--- src/rtl/fifo_double_line_buffer.sv ---
// Two-line circular delay buffer producing a vertical 3-pixel column; outputs registered, valid one edge after data_i is sampled.
// No backpressure: we_i low freezes every register, entry, pointer and counter, so stream gaps keep column alignment.
module fifo_double_line_buffer #(
  parameter int DATA_WIDTH = 8,
  parameter int LINE_WIDTH = 5,
  parameter int PTR_WIDTH  = 3
) (
  input  logic                  clk,
  input  logic                  rst,
  input  logic                  we_i,
  input  logic [DATA_WIDTH-1:0] data_i,
  output logic [DATA_WIDTH-1:0] data0_o,
  output logic [DATA_WIDTH-1:0] data1_o,
  output logic [DATA_WIDTH-1:0] data2_o,
  output logic                  done_o
);

  localparam int CNT_MAX   = 2 * LINE_WIDTH + 1;
  localparam int CNT_WIDTH = $clog2(CNT_MAX + 1);

  logic [DATA_WIDTH-1:0] r_line1 [LINE_WIDTH];
  logic [DATA_WIDTH-1:0] r_line2 [LINE_WIDTH];
  logic [PTR_WIDTH-1:0]  r_ptr;
  logic [CNT_WIDTH-1:0]  r_cnt;
  logic [DATA_WIDTH-1:0] r_data0;
  logic [DATA_WIDTH-1:0] r_data1;
  logic [DATA_WIDTH-1:0] r_data2;
  logic                  r_done;

  logic                  w_ptr_last;
  logic                  w_cnt_sat;
  logic                  w_last_fill;
  logic [DATA_WIDTH-1:0] w_line1_rd;
  logic [DATA_WIDTH-1:0] w_line2_rd;

  assign w_ptr_last  = (r_ptr == PTR_WIDTH'(LINE_WIDTH - 1));
  assign w_cnt_sat   = (r_cnt == CNT_WIDTH'(CNT_MAX));
  // The write that brings the count from 2*LINE_WIDTH to its saturation value fills row n-2.
  assign w_last_fill = (r_cnt == CNT_WIDTH'(2 * LINE_WIDTH));
  assign w_line1_rd  = r_line1[r_ptr];
  assign w_line2_rd  = r_line2[r_ptr];

  always_ff @(posedge clk or posedge rst) begin
    if (rst) begin
      for (int i = 0; i < LINE_WIDTH; i++) begin
        r_line1[i] <= '0;
        r_line2[i] <= '0;
      end
      r_ptr   <= '0;
      r_cnt   <= '0;
      r_data0 <= '0;
      r_data1 <= '0;
      r_data2 <= '0;
      r_done  <= 1'b0;
    end else if (we_i) begin
      r_data0        <= data_i;
      r_data1        <= w_line1_rd;
      r_data2        <= w_line2_rd;
      r_line1[r_ptr] <= data_i;
      r_line2[r_ptr] <= w_line1_rd;
      r_ptr          <= w_ptr_last ? '0 : r_ptr + 1'b1;
      if (!w_cnt_sat) begin
        r_cnt <= r_cnt + 1'b1;
      end
      if (w_last_fill) begin
        r_done <= 1'b1;
      end
    end
  end

  assign data0_o = r_data0;
  assign data1_o = r_data1;
  assign data2_o = r_data2;
  assign done_o  = r_done;

endmodule

--- config.mk ---
export PLATFORM = sky130hd
export DESIGN_NAME = fifo_double_line_buffer
export DESIGN_NICKNAME = d
export VERILOG_FILES = /design/src/rtl/fifo_double_line_buffer.sv
export SDC_FILE = /design/constraint.sdc
export NUM_CORES = 1
export LEC_CHECK = 0
export ABC_CLOCK_PERIOD_IN_PS = 5700
export CORE_MARGIN = 3
export CORE_UTILIZATION = 60
export CTS_CLUSTER_DIAMETER = 30
export DETAILED_ROUTE_END_ITERATION = 7
export GPL_TIMING_DRIVEN = 0
export PLACE_DENSITY_LB_ADDON = 0.3
export SLEW_MARGIN = 5
export SYNTH_ARGS = -nofsm -noshare
export SYNTH_HDL_FRONTEND = slang
export SYNTH_SLANG_ARGS = --single-unit
--- constraint.sdc ---
create_clock -name clk -period 5.7 [get_ports clk]
set_input_delay 1.14 -clock clk [delete_from_list [all_inputs] [get_ports clk]]
set_output_delay 1.14 -clock clk [all_outputs]
set_load 0.02 [all_outputs]
[Word level (Yosys, flattened, before mapping)]
Cells that the tools add are included.
Operators by class
  $add $sub $neg: 2
  $lt $le $gt $ge: 2
  eq/ne operators: 3
  mux-type cells: 11
  bitwise operators: 2
  reductions and logical operators: 3
Operators with widths (number)
  bitwise mux 40 bit: 2
  binary-select mux 8 bit (select 3 bit): 2
  two-way mux 8 bit: 5
  demux 8 bit (select 3 bit): 1
  == test 4 bit, second input constant: 2
  adder 4 x 1 -> 4 bit, second input constant: 1
  >= comparator 4 bit, second input constant: 1
  < comparator 4 x 1 -> 1 bit, second input constant: 1
  NOT 3 -> 4 bit: 1
  AND reduction 2 bit: 2
  adder 3 x 1 -> 3 bit, second input constant: 1
  == test 3 bit, second input constant: 1
  two-way mux 3 bit: 1
  logical AND 1 bit: 1
  NOT 1 bit: 1
Word-level totals
  bits in registers: 112
  output and inout port bits: 25
  word-level logic and storage cells: 39

[Longest topological paths before layout]
  depth in word-level cells: 6
  depth in mapped cells: 7
  mapped depth without buffers: 5

[Least setup slack after synthesis]
No wires, ideal clock.
  kind: input port to flip-flop
  start point: input port we_i
  end point: register r_line1[0] (netlist name)
  setup time: 127 ps
  arrival time: 2158 ps
  required time: 5573 ps
  setup slack: 3415 ps
  cell stages on the path: 5
  path buffers: 2
  cell sequence: buf_4 > nand2b_4 > nor3b_4 > buf_6 > mux2_1
RTL lines
  start, declared: line 10  | input logic we_i,
  end signal, assigned by index: line 59  | r_line1[r_ptr] <= data_i;
  end, declared: line 21  | logic [DATA_WIDTH-1:0] r_line1 [LINE_WIDTH];

[Final worst setup path]
  start point: register r_data2[4], in the netlist data2_o[4]
  end point: output port data2_o[4]
RTL lines
  start, declared: line 27  | logic [DATA_WIDTH-1:0] r_data2;
  start signal, assigned: line 58  | r_data2 <= w_line2_rd;
  end, declared: line 14  | output logic [DATA_WIDTH-1:0] data2_o,
No word-level cell between the ends.

==> impl_results.md <==
- Area of the core: 7970 µm²
- Die width: 97.8 µm
- H-tree levels: 3
- Post-DP HPWL: 7.63 mm
- Total global routing overflow: 0
- Post-CTS setup buffer count: 0
- Leakage: 2.46 nW
- Async SR Flop Fraction: 100%
- Cell area after synthesis: 5050 µm²
- Outcome: completed
- Diodes inserted: 0
- Vias in the first global route: 3558
- Clock Root Buffer: clkbuf_8
- Final period util: 44.3%
- Setup TNS: 0 ns
- PD cells: 591 nW/µm²
- Drt wl/cell: 20.1 µm
- Gp weighted congestion: 0.909
- Area added between synthesis and finish: 13.7%
- Sum of buffers and inverters on the critical path: 1
- DR DRC count: 0
- Seq cells post-synth: 112
- # nets final: 491
- Die height: 97.8 µm
- Synth cell count leaders: 112 x dfrtp_1, 49 x a21oi_1, 48 x nor2_1, 39 x mux2_2, 26 x nand2_1
- Worst-case clock skew: 0.00929 ns
- Net Sw Frac: 39.0%
- Gate power share: 45.5%
- Routed Antenna Nets: 0
- CP cell instances: clkdlybuf4s50_1
- Post-synth EDFFs: 0
- Count of final hold-check violations: 0
- Bufs on Longest Clock Path: 2
- M1 GR Usage: 35.0%
- CTS tree: yes
- Net switching power: 1.32 mW
- Die Area: 9560 µm²
- Internal Power: 2.07 mW
- Highest clock rate: 396 MHz
- Starting Density: 63.4%
- CP max stage cell: clkdlybuf4s50_1
- Crit path kind: flop to primary output
- Vias: 3539
- Clock network fraction of total power: 14.1%
- Seq/Total Area, Yosys: 55.5%
- Ys Warns: 0
- Syn Inst Count: 430
- Total GRT Usage: 25.5%
- CTS Buf Count: 9
- Mean Syn Cell Area: 11.8 µm²
- Yosys cell types: 45
- Global-route wire length before repair: 18.8 mm
- Peak supply drop: 0.308 mV
- Clock transition at path regs: 0.10 ns
- Fin util: 72.1%
- Pre-Repair DR Iteration Count: 5
- WL final: 11.7 mm
- Minimum clock period: 2.53 ns
- Setup-failing EPs final: 0
- CP arrival: 1.39 ns
- Max_cap viols: 0
- CTS hold repair buffers: 0
- Initial antenna violation count: 0
- PortBufs: 34
- I/O pins: 36
- DR iter-0 viols: 290
- Proportion of netlist area held by the largest area contributor: 55.5%
- Most used DFF post-synth: dfrtp_1
- Grt peak-use layer: met2
- Req. time, crit path: 4.56 ns
- # fillers: 535
- Proportion of layout cells with a drive suffix above 1: 20.6%
- Flop-to-flop setup slack: 3.84 ns
- Worst skew pair latency: 0.38 ns
- Area post-placement: 5550 µm²
- Post-CTS resize count: 0
- Mapped Nets: 445
- CP startpoint kind: flop
- Vias/cell: 6.08
- CP delay by family, top: buffers and inverters
- Reg power frac: 40.4%
- Post-route cell area: 5750 µm²
- Worst-Margin Slew: 0.681 ns
- HP Class: flop to flop
- Critical Path Max Stage Delay: 0.62 ns
- Critical Path End Type: primary output
- CP max FO: 2
- Cell type with the largest total area after synthesis: dfrtp_1
- Clock sink total: 112
- Count leader, synth: dfrtp_1
- Pin count of the biggest net entering global routing: 68
- Synth area leaders: dfrtp_1 55%, mux2_2 8.7%, a21oi_1 4.9%
- Grt met2 use: 41.1%
- Unrepaired setup endpoints after global routing: false
- Row count: 32
- Met3 usage: 4.57%
- Slew Viols, Final: 0
- Max_slew headroom: 54.6%
## metrics by stage
stage          setup slack, ns  std cells  power, mW  hold WS [ns]
3_5_place_dp              3.13        567       2.91         0.456
4_1_cts                   3.16        582       3.39         0.480
5_1_grt                   3.13        582       3.59         0.508
6_report                  3.17        582       3.40         0.475
3_3_place_gp             0.106        566       2.83         0.452
2_1_floorplan             1.60        430       2.44         0.449
## metal layers
layer / vias up / share of wire [%]
met5: - / 0
met4: 0 / 2.2
met3: 22 / 6.3
met2: 137 / 48
met1: 1787 / 44
li1: 1593 / -
## worst paths after layout
kind	endpoint	cells after the start	start
setup / recovery	data2_o[4]	1	data2_o[4]
hold reg to reg	done_o	1	done_o
min in group asynchronous	r_line2[32]	2	rst
hold / removal	done_o	1	done_o
max in group asynchronous	r_line1[1]	3	rst
setup reg to reg	data1_o[1]	6	r_ptr[1]
## state kept, by name, summed over array words and instances (netlist names)
signal,flops
data0_o,8
data2_o,8
r_line2,40
r_ptr,3
data1_o,8
r_cnt,4
r_line1,40
done_o,1
## area by class of cell
| class | count | area (µm²) | share of cell area (%) |
|---|---|---|---|
| multi-input cells | 279 | 2010 | 34.9 |
| repair buffers | 35 | 368 | 6.40 |
| flip-flops and latches | 112 | 2800 | 48.8 |
| inverters | 9 | 36.3 | 0.631 |
| well taps | 102 | 128 | 2.22 |
| clock buffers | 11 | 141 | 2.46 |
| clock inverters | 4 | 55.1 | 0.958 |
| plain buffers | 30 | 209 | 3.64 |
## layout by cell type, fill, tap and decap left out, types with 2 or more instances in the layout
master           count
o21ai_1              8
clkbuf_1             8
a311oi_2             2
nor2_2               3
nand3b_1             2
o22a_1               2
nand2_1             26
buf_4               12
clkbuf_8            10
clkdlybuf4s50_1     34
and3_1               3
dfrtp_1            112
buf_2                5
clkinv_4             2
mux2_1               9
a22oi_1              3
inv_1                7
a211oi_2             3
xnor2_1              2
mux2_4               4
a211oi_1             4
o21a_1               4
mux2_2              39
o21ai_0             12
nor2_1              48
a21o_1               2
mux2i_1             22
o32ai_1              2
nor3_1               3
a21oi_1             49
o221ai_1             3
nor3_4               3
nor2b_1              3
a31oi_1              3
ha_1                 4
buf_6                6
## logic make-up after synthesis
kind of cell | count (synthesis) | synth area share (%)
AOI/OAI and AO/OA | 101 | 12.4
DFF | 112 | 55.5
buffers and inverters | 39 | 4.80
and+or+nand+nor | 98 | 9.80
adders and majority gates | 4 | 0.990
muxes | 74 | 16.2
xor gates and xnor gates | 2 | 0.347
## power groups by stage
| stage | combinational [mW] | sequential (mW) | clock, mW |
|---|---|---|---|
| floorplan | 1.02 | 1.42 | 0 |
| global placement | 1.47 | 1.36 | 0 |
| detailed placement | 1.53 | 1.39 | 0 |
| CTS | 1.53 | 1.37 | 0.486 |
| global route | 1.66 | 1.42 | 0.517 |
| finish | 1.55 | 1.37 | 0.478 |
No activity file was read; power rests on OpenSTA's default activity.
